File: src/rtl/divider_8bit_pkg.sv
// Shared definitions for the divider lab: operand width, control states and
// the active-low 7-segment lookup that the multiplier lab also uses.
package divider_8bit_pkg;

  localparam int WIDTH = 8;

  typedef enum logic [2:0] {IDLE, SETUP, ITER, FIX, DONE} state_t;

  // Hex digits 0-F, segment order {g,f,e,d,c,b,a}, a lit segment is 0
  localparam logic [6:0] SEG_LUT [16] = '{
    7'b1000000, 7'b1111001, 7'b0100100, 7'b0110000,
    7'b0011001, 7'b0010010, 7'b0000010, 7'b1111000,
    7'b0000000, 7'b0010000, 7'b0001000, 7'b0000011,
    7'b1000110, 7'b0100001, 7'b0000110, 7'b0001110
  };

endpackage

File: src/rtl/divider_8bit_hex_driver.sv
// One 7-segment digit: a nibble in, an active-low segment pattern out.
import divider_8bit_pkg::*;

module hex_driver (
  input  logic [3:0] nibble,
  output logic [6:0] seg
);

  assign seg = SEG_LUT[nibble];

endmodule

File: src/rtl/divider_8bit.sv
// Sequential signed divider: restoring shift-subtract on magnitudes with a
// sign fix-up at the end. Quotient lands in B, remainder in A.
import divider_8bit_pkg::*;

module divider_8bit (
  input  logic             Clk,
  input  logic             Reset,
  input  logic             ClearA_LoadB,
  input  logic             Run,
  input  logic [WIDTH-1:0] S,
  output logic [WIDTH-1:0] Aval,
  output logic [WIDTH-1:0] Bval,
  output logic             DivZero,
  output logic             Ovf,
  output logic [6:0]       AhexL,
  output logic [6:0]       AhexU,
  output logic [6:0]       BhexL,
  output logic [6:0]       BhexU
);

  localparam int CW = $clog2(WIDTH);
  localparam logic [CW-1:0] LASTCNT = CW'(WIDTH - 1);
  localparam logic [WIDTH-1:0] MOSTNEG = {1'b1, {(WIDTH-1){1'b0}}};

  state_t           state;
  logic [WIDTH-1:0] a, b, d, quo;
  logic [WIDTH:0]   rem, dmag;
  logic [CW-1:0]    cnt;
  logic             signq, signr, divzero, ovf;

  logic [WIDTH:0]   bext, dext, babs, dabs, trial;

  // Nine-bit magnitudes so that |-2^(WIDTH-1)| is representable
  always_comb begin
    bext  = {b[WIDTH-1], b};
    dext  = {d[WIDTH-1], d};
    babs  = bext[WIDTH] ? -bext : bext;
    dabs  = dext[WIDTH] ? -dext : dext;
    trial = {rem[WIDTH-1:0], quo[WIDTH-1]};
  end

  // Control and datapath share one block; A/B only change on load,
  // on the SETUP special cases and in FIX, never mid-iteration
  always_ff @(posedge Clk or posedge Reset) begin
    if (Reset) begin
      state   <= IDLE;
      a       <= '0;
      b       <= '0;
      d       <= '0;
      quo     <= '0;
      rem     <= '0;
      dmag    <= '0;
      cnt     <= '0;
      signq   <= 1'b0;
      signr   <= 1'b0;
      divzero <= 1'b0;
      ovf     <= 1'b0;
    end else begin
      case (state)
        IDLE: begin
          if (!ClearA_LoadB) begin
            a <= '0;
            b <= S;
          end else if (!Run) begin
            d     <= S;
            state <= SETUP;
          end
        end
        SETUP: begin
          signq <= b[WIDTH-1] ^ d[WIDTH-1];
          signr <= b[WIDTH-1];
          dmag  <= dabs;
          quo   <= babs[WIDTH-1:0];
          rem   <= '0;
          cnt   <= '0;
          if (d == '0) begin
            divzero <= 1'b1;
            ovf     <= 1'b0;
            b       <= '1;
            a       <= b;
            state   <= DONE;
          end else if (b == MOSTNEG && d == '1) begin
            divzero <= 1'b0;
            ovf     <= 1'b1;
            b       <= MOSTNEG;
            a       <= '0;
            state   <= DONE;
          end else begin
            divzero <= 1'b0;
            ovf     <= 1'b0;
            state   <= ITER;
          end
        end
        ITER: begin
          if (trial >= dmag) begin
            rem <= trial - dmag;
            quo <= {quo[WIDTH-2:0], 1'b1};
          end else begin
            rem <= trial;
            quo <= {quo[WIDTH-2:0], 1'b0};
          end
          cnt <= cnt + CW'(1);
          if (cnt == LASTCNT) state <= FIX;
        end
        FIX: begin
          b     <= signq ? -quo : quo;
          a     <= signr ? -rem[WIDTH-1:0] : rem[WIDTH-1:0];
          state <= DONE;
        end
        DONE: begin
          if (Run) state <= IDLE;
        end
        default: state <= IDLE;
      endcase
    end
  end

  assign Aval    = a;
  assign Bval    = b;
  assign DivZero = divzero;
  assign Ovf     = ovf;

  hex_driver u_hex_al (.nibble(a[3:0]), .seg(AhexL));
  hex_driver u_hex_au (.nibble(a[7:4]), .seg(AhexU));
  hex_driver u_hex_bl (.nibble(b[3:0]), .seg(BhexL));
  hex_driver u_hex_bu (.nibble(b[7:4]), .seg(BhexU));

endmodule

File: config.mk
export PLATFORM = sky130hd
export DESIGN_NAME = divider_8bit
export DESIGN_NICKNAME = d
export VERILOG_FILES = /design/src/rtl/divider_8bit_pkg.sv /design/src/rtl/divider_8bit_hex_driver.sv /design/src/rtl/divider_8bit.sv
export SDC_FILE = /design/constraint.sdc
export NUM_CORES = 1
export LEC_CHECK = 0
export ABC_CLOCK_PERIOD_IN_PS = 2700
export CORE_MARGIN = 5
export CORE_UTILIZATION = 30
export DETAILED_ROUTE_END_ITERATION = 8
export PLACE_DENSITY = 0.48
export SLEW_MARGIN = 20
export SYNTH_ARGS = -nofsm -noshare
export SYNTH_HDL_FRONTEND = slang
export SYNTH_SLANG_ARGS = --single-unit
File: constraint.sdc
create_clock -name Clk -period 2.7 [get_ports Clk]
set_input_delay 0.27 -clock Clk [delete_from_list [all_inputs] [get_ports Clk]]
set_output_delay 0.27 -clock Clk [all_outputs]
set_load 0.1 [all_outputs]
# Word level (Yosys, flattened, before mapping)
# Memory sizes are Yosys's and may differ from the RTL's.
# Index checks and enable logic that the tools add are counted.
[word_totals]
ff_bits = 59
romBits = 448
out_inout_bits = 46
elab_cells = 89
mem_count = 4
[memory_table]
columns = ["memory", "depth", "word_bits", "rd", "rd_ports_with_merged_regs", "write_ports", "line", "rtl"]
rows = [
  ["(no name shown)", 16, 7, 1, 0, 0, "divider_8bit_hex_driver.sv:9", "assign seg = SEG_LUT[nibble];"],
  ["(no name shown)", 16, 7, 1, 0, 0, "divider_8bit_hex_driver.sv:9", ""],
  ["(no name shown)", 16, 7, 1, 0, 0, "divider_8bit_hex_driver.sv:9", ""],
  ["(no name shown)", 16, 7, 1, 0, 0, "divider_8bit_hex_driver.sv:9", ""],
]
[op_classes]
add_sub_neg = 6
magnitude_cmp = 5
eq_ne = 13
mux = 35
bitwise = 6
n_reduce_logical = 8
[ops]
columns = ["op", "n"]
rows = [
  ["$mux W8", 10],
  ["$mux W7", 8],
  ["$pmux W8 S3", 2],
  ["$pmux W8 S2", 2],
  ["$neg A8 Y8", 3],
  ["$ge A5 B5 Y1 const B", 4],
  ["$not A4 Y5", 4],
  ["$mux W3", 6],
  ["$eq A8 B8 Y1 const B", 2],
  ["$pmux W3 S5", 1],
  ["$ne A2 B2 Y1 const B", 5],
  ["$ge A9 B9 Y1", 1],
  ["$mux W9", 1],
  ["$neg A9 Y9", 1],
  ["$logic_not A8 Y1", 1],
  ["$sub A8 B8 Y8", 1],
  ["$eq A3 B2 Y1 const B", 2],
  ["$eq A3 B3 Y1 const B", 2],
  ["$pmux W3 S2", 1],
  ["$reduce_and A3 Y1", 2],
  ["$mux W1", 4],
  ["$reduce_and A4 Y1", 1],
  ["$add A3 B1 Y3 const B", 1],
  ["$eq A3 B1 Y1 const B", 1],
  ["other kinds (7)", 7],
]

# Longest topological paths before layout
# Gate-level depths: netlist of run 1.
[depth]
ltp_word = 5
depth_mapped = 9
mapped_depth_nobuf = 9

# By module
# A second synthesis of run 1 with hierarchy kept.
[hier_totals]
hier_cells = 500
area_unflattened_um2 = 4474.3
[by_module_without_submodules]
columns = ["module", "instances", "cells_per_inst", "area_per_inst_um2", "seq_area_each_um2"]
rows = [
  ["divider_8bit", 1, 370, 3414.5, 1476.4],
  ["hex_driver (u_hex_al ...)", 3, 33, 269.0, 0.0],
  ["hex_driver (u_hex_au)", 1, 31, 252.7, 0.0],
]

# Least setup slack after synthesis of run 1
# No wires, ideal clock.
[synth_path]
path_kind = "register to output"
startpoint = "register b[7] (netlist: Bval[7])"
endpoint = "output BhexU[0]"
t_arrival_ns = 3.933
setup_slack_ns = -1.503
stages_incl_launch_ff = 5
path_cell_list = "dfrtp_1 > clkbuf_1 > clkbuf_1 > nor2_1 > o31ai_1"
[synth_between]
elab_chain_len = 4
[synth_rtl]
columns = ["element", "line", "rtl"]
rows = [
  ["start, declared", "divider_8bit.sv:26", "logic [WIDTH-1:0] a, b, d, quo;"],
  ["start signal, assigned", "divider_8bit.sv:106", "b <= signq ? -quo : quo;"],
  ["$not A4 Y5 (implied by the code)", "divider_8bit_hex_driver.sv:9", ""],
  ["$mem_v2 Z16 W7", "n/a", ""],
  ["$mux W7 (implied by the code) (2 in a row)", "divider_8bit_hex_driver.sv:9", ""],
  ["end, declared", "divider_8bit.sv:18", "output logic [6:0] BhexU"],
]
# Every way passes these cells. The select of a mux whose other input is x is not followed.

# Worst setup path after layout of run 1
[layout_path]
startpoint = "register b[4] (netlist: Bval[4])"
endpoint = "register b[7] (netlist: Bval[7])"
[layout_between]
elab_chain_len = 4
[layout_rtl]
columns = ["element", "line", "rtl"]
rows = [
  ["$eq A8 B8 Y1", "divider_8bit.sv:82", "end else if (b == MOSTNEG && d == '1) begin"],
  ["$logic_and A1 B1 Y1", "divider_8bit.sv:82", ""],
  ["$ne A3 B3 Y1 (no line)", "n/a", ""],
  ["$reduce_and A3 Y1 (no line)", "n/a", ""],
]
# Every way passes these cells.
# A chain may end at the register's enable or synchronous reset.

==> results of run 1 <==
==> metrics by stage <==
stage	setup TNS, ps	area, um^2
3_5_place_dp	0	5619
6_report	0	5924
3_3_place_gp	0	5619
5_1_grt	0	5924
4_1_cts	0	5908
2_1_floorplan	-169.9	4773
==> synthesized netlist by cell type, types with 8 or more instances <==
master    count
xnor2_1      16
a22oi_1      12
nor2b_1      11
nand2_1      50
dfrtp_1      59
a22o_1        8
a21oi_1      17
mux2_2        9
o21ai_0      41
nor2_1       33
o31ai_1       8
clkbuf_1     20
inv_1        36
nand3_1       8
ha_1         38
mux2i_1      14
xor2_1        9
==> sequential cells by signal, summed over array words and instances, names as in the netlist <==
name and flops:
Bval 8, Aval 8, signq 1, DivZero 1, quo 8, dmag 9
rem 8, Ovf 1, state 3, signr 1, d 8, cnt 3
==> metal layers <==
| metal | global-route usage | vias to the layer above | part of all wire |
|---|---|---|---|
| li1 | - | 1966 | - |
| met1 | 0.2110 | 1931 | 0.49 |
| met2 | 0.2260 | 88 | 0.45 |
| met3 | 0.03338 | 16 | 0.048 |
| met4 | 0.04286 | 0 | 0.016 |
| met5 | 0 | - | 0 |
==> cell usage in the layout (no fill, tap or decap), drive strengths merged, types with 14 or more instances in the layout <==
cell,count
mux2i,14
clkbuf,14
o21ai,52
a21oi,17
xnor2,16
dfrtp,59
ha,38
nor2,34
inv,36
nand2,50
buf,63
==> cell families after synthesis <==
group	count (synthesis)
AND/OR/NAND/NOR	155
flip-flops	59
adder cells (fa/ha/maj)	39
AO/OA/AOI/OAI	142
XOR/XNOR	25
multiplexers	27
buffers and inverters	63
==> what timing repair did <==
item                       CTS  global route
buffers inserted             0             0
hold endpoints to repair     0             0
resized for setup            0             2
setup endpoints to repair    0            11
==> worst register-to-register path, cell delays in order, from the launching register on <==
cell and delay [ps]:
dfrtp_2 460, inv_1 220, ha_1 240, nor4bb_2 390, and4_1 350, o311ai_4 180
buf_4 250, nand2_1 80, o21ai_0 70
==> worst max-delay path by stage <==
stage,start,to,cells past startpoint
6_report,Bval[4]$_DFFE_PP0P_,Bval[7]$_DFFE_PP0P_,8
5_1_grt,Bval[4]$_DFFE_PP0P_,Bval[7]$_DFFE_PP0P_,8
4_1_cts,Bval[4]$_DFFE_PP0P_,Bval[7]$_DFFE_PP0P_,8
3_5_place_dp,Bval[4]$_DFFE_PP0P_,Bval[7]$_DFFE_PP0P_,8
3_3_place_gp,Bval[4]$_DFFE_PP0P_,Bval[7]$_DFFE_PP0P_,8
2_1_floorplan,Bval[7]$_DFFE_PP0P_,BhexU[0],4
==> layout make-up <==
| type | count | area [um^2] |
|---|---|---|
| fill | 1519 | 9221 |
| multi-input combinational | 388 | 3049 |
| sequential | 59 | 1483 |
| timing repair buffer | 74 | 733.2 |
| clock buffer | 14 | 254.0 |
| tap | 188 | 235.2 |
| inverter | 36 | 135.1 |
| clock inverter | 2 | 35.03 |
==> metrics.md, run 1 <==
| Metric | Value |
|---|---|
| # setup viols final | 0 |
| Top cells by area, synth | dfrtp_1, ha_1, o21ai_0, nand2_1, mux2i_1 |
| Largest area contributor in the netlist | dfrtp_1 |
| GRT overflow | 0 |
| Drt first pass iters | 4 |
| Delay-heaviest family, CP | simple AND/OR/NAND/NOR gates |
| Nets@finish | 619 |
| Post-synthesis simple-gate area fraction | 0.1798 |
| Async SR Flop Fraction | 1.000 |
| Root buffer cell | clkbuf_16 |
| Max_cap viols | 0 |
| Count of flip-flops with a built-in enable after synthesis | 0 |
| Antenna diode count | 0 |
| First-pass GRT wire length | 21370 um |
| Worst R2R Path Depth | 8 |
| Seq/Total Area, Yosys | 0.3210 |
| R2r setup slk | ~330 ps |
| Layout cells sized above 1 | 0.2356 |
| Worst Setup Slack post-DPL | around 110 ps |
| Vias in the first global route | approximately 4000 |
| Max Clock Freq | 0.4227 GHz |
| Final ANT Viol Nets | 0 |
| Clk_lat worst skew | ~330 ps |
| Area fraction of the dominant cell type after synthesis | 0.3210 |
| R2r endpoint | Bval[7]$_DFFE_PP0P_ |
| Drt via density | 5.258 |
| Final design utilization | 0.3912 |
| CTS Buf Count | 9 |
| Synthesized area | 4599 um^2 |
| Fin cells | between 700 and 800 |
| Core area | between 15000 and 20000 um^2 |
| Crit-path cells | inv_1, ha_1, nor4bb_2, and4_1, o311ai_4, buf_4, nand2_1, o21ai_0 |
| CP Buf/Inv Count | 2 |
| Placed Cells | around 750 |
| Post-Syn Nets | around 560 |
| YS warnings | 0 |
| Maximum fanout along the worst path | 15 |
| Slew headroom | 0.5787 |
| Number of DRC markers in iteration 0 | 210 |
| Slew of the pin with the lowest slew margin | around 630 ps |
| Final WS setup | 334.0 ps |
| Area grow syn2layout | 28.81% |
| Largest family of logic cells by synthesized area | compound AO/OA/AOI/OAI gates |
| Unrepaired setup endpoints after global routing | no |
| Cell Rows | 45 |
| GP Congestion | 0.8027 |
| Start of the worst register-to-register path | Bval[4]$_DFFE_PP0P_ |
| Final Skew | between 7 and 8 ps |
| Drt total wl | 13030 um |
| Count of final hold-check violations | 0 |
| All-layer global routing usage | 0.1484 |
| PortBufs | 57 |
| Slowest-stage cell, CP | dfrtp_2 |
| Antenna violations before repair | 0 |
| Post-synthesis xor/xnor area fraction | 0.04761 |
| Max incr delay on CP | around 460 ps |
| # IOs | a little under 60 |
| CTS Sinks | around 60 |
| Status | finished clean |
| Post-synthesis instance total | 510 |
| Fin crit share | 0.8763 |
| Multiplexer share of the synthesized area | 0.07209 |
| Min Hold Slack | approximately 330 ps |
| Synthesized area per cell | roughly 9 um^2 |
| Die width | roughly 130 um |
| DIE AREA | roughly 18000 um^2 |
| Die Ht | 133.8 um |
| Crit Path Category | reg -> reg |
| Fin. max-slew vios | 0 |
| Clock Path Buffers | 2 |
| H-tree depth | 3 |
| Post-synthesis adder-cell area fraction | 0.1077 |
| Synth Area in Compound Gates | 0.2157 |
| CTS tree | yes |
| HPWL Detailed | a little under 10000 um |
| Seq cells post-synth | between 50 and 60 |
| Clock transition at the registers of the reported paths | roughly 50 ps |
| DR vias | 4001 |
| Starting Density | 0.3037 |
| Critical Path AT | 2570 ps |
| Type of origin of the critical path | flip-flop |
| Post-synth top flop | dfrtp_1 |
| Wirelength per Cell | between 15 and 20 um |
| Synth cell types | 74 |
| Worst endpoint required time | between 2000 and 3000 ps |
| Worst hold path type | in -> async |
| Largest net degree at the start of global routing | 35 |
| Hold buffers post-CTS | 0 |
| Crit path capture type | flip-flop |
| # DRC | 0 |
| Final worst path period need | roughly 2400 ps |
Power of run 1 is not shown: default switching activity piles up to over one toggle a cycle in this logic, so the estimate is an artifact.
==> run 2, diff against run 1 <==
--- a/config.mk
+++ b/config.mk
@@ -6,7 +6,7 @@
 export NUM_CORES = 1
 export LEC_CHECK = 0
 export ABC_CLOCK_PERIOD_IN_PS = 2700
-export CORE_MARGIN = 5
+export CORE_MARGIN = 3
 export CORE_UTILIZATION = 30
 export DETAILED_ROUTE_END_ITERATION = 8
 export PLACE_DENSITY = 0.48
==> metrics.md, run 2 (synthesis gave the netlist of run 1 again) <==
| Metric | Value |
|---|---|
| Nets@finish | 624 (+0.81%) |
| Type of origin of the critical path | flip-flop |
| Cell Rows | 44 (-2.2%) |
| Worst R2R Path Depth | 8 (unchanged) |
| Critical Path AT | 2610 ps (+40 ps) |
| Layout cells sized above 1 | 0.2474 (+0.01180) |
| Vias in the first global route | 3867 (-3.1%) |
| Commonest non-fill, non-tap cell in the layout | buf_4 |
| Start of the worst register-to-register path | Bval[4]$_DFFE_PP0P_ |
| DR vias | 3966 (-0.87%) |
| Number of DRC markers in iteration 0 | 218 (+3.8%) |
| Clock Path Buffers | 2 (unchanged) |
| Worst endpoint required time | 2900 ps (about the same) |
| PortBufs | 57 (unchanged) |
| Commonest non-fill, non-tap cells in the layout | buf_4, dfrtp_1, nand2_1 |
| Max_cap viols | 0 (unchanged) |
| # IOs | 58 (unchanged) |
| Worst hold path type | in -> async |
| GP Congestion | 0.8289 (+3.3%) |
| Unrepaired setup endpoints after global routing | no |
| HPWL Detailed | 9854 um (-0.92%) |
| All-layer global routing usage | 0.1555 (+0.007142) |
| Die Ht | 129.8 um (-3.0%) |
| Final ANT Viol Nets | 0 (unchanged) |
| Max Clock Freq | 0.4152 GHz (-1.8%) |
| Clock transition at the registers of the reported paths | 60 ps (about the same) |
| # setup viols final | 0 (unchanged) |
| Largest net degree at the start of global routing | 38 (+8.6%) |
| Crit path capture type | flip-flop |
| R2r endpoint | Bval[1]$_DFFE_PP0P_ |
| CTS Buf Count | 9 (unchanged) |
| Setup Fix Bufs, Post-CTS | 0 (unchanged) |
| Final worst path period need | 2409 ps (+42.57 ps) |
| Resized cells post-CTS | 0 (unchanged) |
| Fin crit share | 0.8921 (+0.01577) |
| Fin. max-slew vios | 0 (unchanged) |
| GRT overflow | 0 (unchanged) |
| Fin area | 5946 um^2 (+0.36%) |
| DIE AREA | 16850 um^2 (-5.9%) |
| Root buffer cell | clkbuf_16 |
| CTS Sinks | 59 (unchanged) |
| Slew headroom | 0.4302 (-0.1485) |
| Area grow syn2layout | 29.27% |
| Maximum fanout along the worst path | 16 (+1) |
| Crit Path Category | reg -> reg |
| CTS tree | yes |
| H-tree depth | 3 (unchanged) |
| Status | finished clean |
| Antenna violations before repair | 0 (unchanged) |
| Placed Area | 5652 um^2 (+0.58%) |
| Clk_lat worst skew | 320 ps (about the same) |
| Count of final hold-check violations | 0 (unchanged) |
| # DRC | 0 (unchanged) |
| Hold buffers post-CTS | 0 (unchanged) |
| Starting Density | 0.3117 (+0.008061) |
| Die width | 129.8 um (-3.0%) |
| Slew of the pin with the lowest slew margin | 853.4 ps (+221.5 ps) |
| Max reg flops | 9 (unchanged) |
| Antenna diode count | 0 (unchanged) |
| R2r setup slk | 290 ps (-40 ps) |
| Drt first pass iters | 5 (+1) |
| Wirelength per Cell | 16.73 um (-2.3%) |
| Top reg by flops | dmag |
| First-pass GRT wire length | 20900 um (-2.2%) |
| Drt via density | 5.205 (-1.0%) |
| Core area | 14750 um^2 (-2.6%) |
| Final Skew | 5.513 ps (-1.684 ps) |
| Drt total wl | 12750 um (-2.2%) |
run 2: area by class of cell:
class	instances	area (um^2)
clock inverter	7	68.82
timing repair buffer	79	770.7
inverter	36	135.1
clock buffer	9	225.2
multi-input combinational	388	3033
sequential	59	1483
tap	184	230.2
fill	1454	8808
run 2: layer usage:
| layer | wire (um) | global-route usage | vias to the layer above |
|---|---|---|---|
| met5 | 0 | 0 | - |
| met4 | 45 | 0.02445 | 0 |
| met3 | 572 | 0.02865 | 4 |
| met2 | 5658 | 0.2381 | 79 |
| met1 | 6475 | 0.2330 | 1914 |
| li1 | - | - | 1969 |
run 2: per-stage QoR:
stage,setup TNS (ps),utilization,setup slack (ps),hold slack [ps],std cells
after floorplan,-169.9,-,-144.9,420.6,510
after global placement,0,0.3831,348.2,462.7,746
after detailed placement,0,0.3831,272.0,463.3,746
after CTS,0,0.4030,243.1,478.6,762
after global routing,0,0.4030,105.8,508.6,762
final,0,0.4030,291.4,447.9,762
run 2: worst max path at each step:
stage                                    from                   to  slack, ps  cells past startpoint
after floorplan           Bval[7]$_DFFE_PP0P_             BhexU[0]       -140                      4
after global placement    Bval[4]$_DFFE_PP0P_  Bval[1]$_DFFE_PP0P_        350                      8
after detailed placement  Bval[4]$_DFFE_PP0P_  Bval[1]$_DFFE_PP0P_        270                      8
after CTS                 Bval[4]$_DFFE_PP0P_  Bval[1]$_DFFE_PP0P_        240                      8
after global routing       rem[1]$_DFFE_PP0P_   rem[4]$_DFFE_PP0P_        110                      6
final                     Bval[4]$_DFFE_PP0P_  Bval[1]$_DFFE_PP0P_        290                      8
run 2: critical path: stages (launching register included):
cell and delay, ps:
dfrtp_2 460, inv_1 90, ha_1 180, nor4bb_1 420, and4_1 320, o311ai_2 210
buf_4 280, a221oi_1 230, a21oi_1 70
Power of run 2 is left out for the same reason.
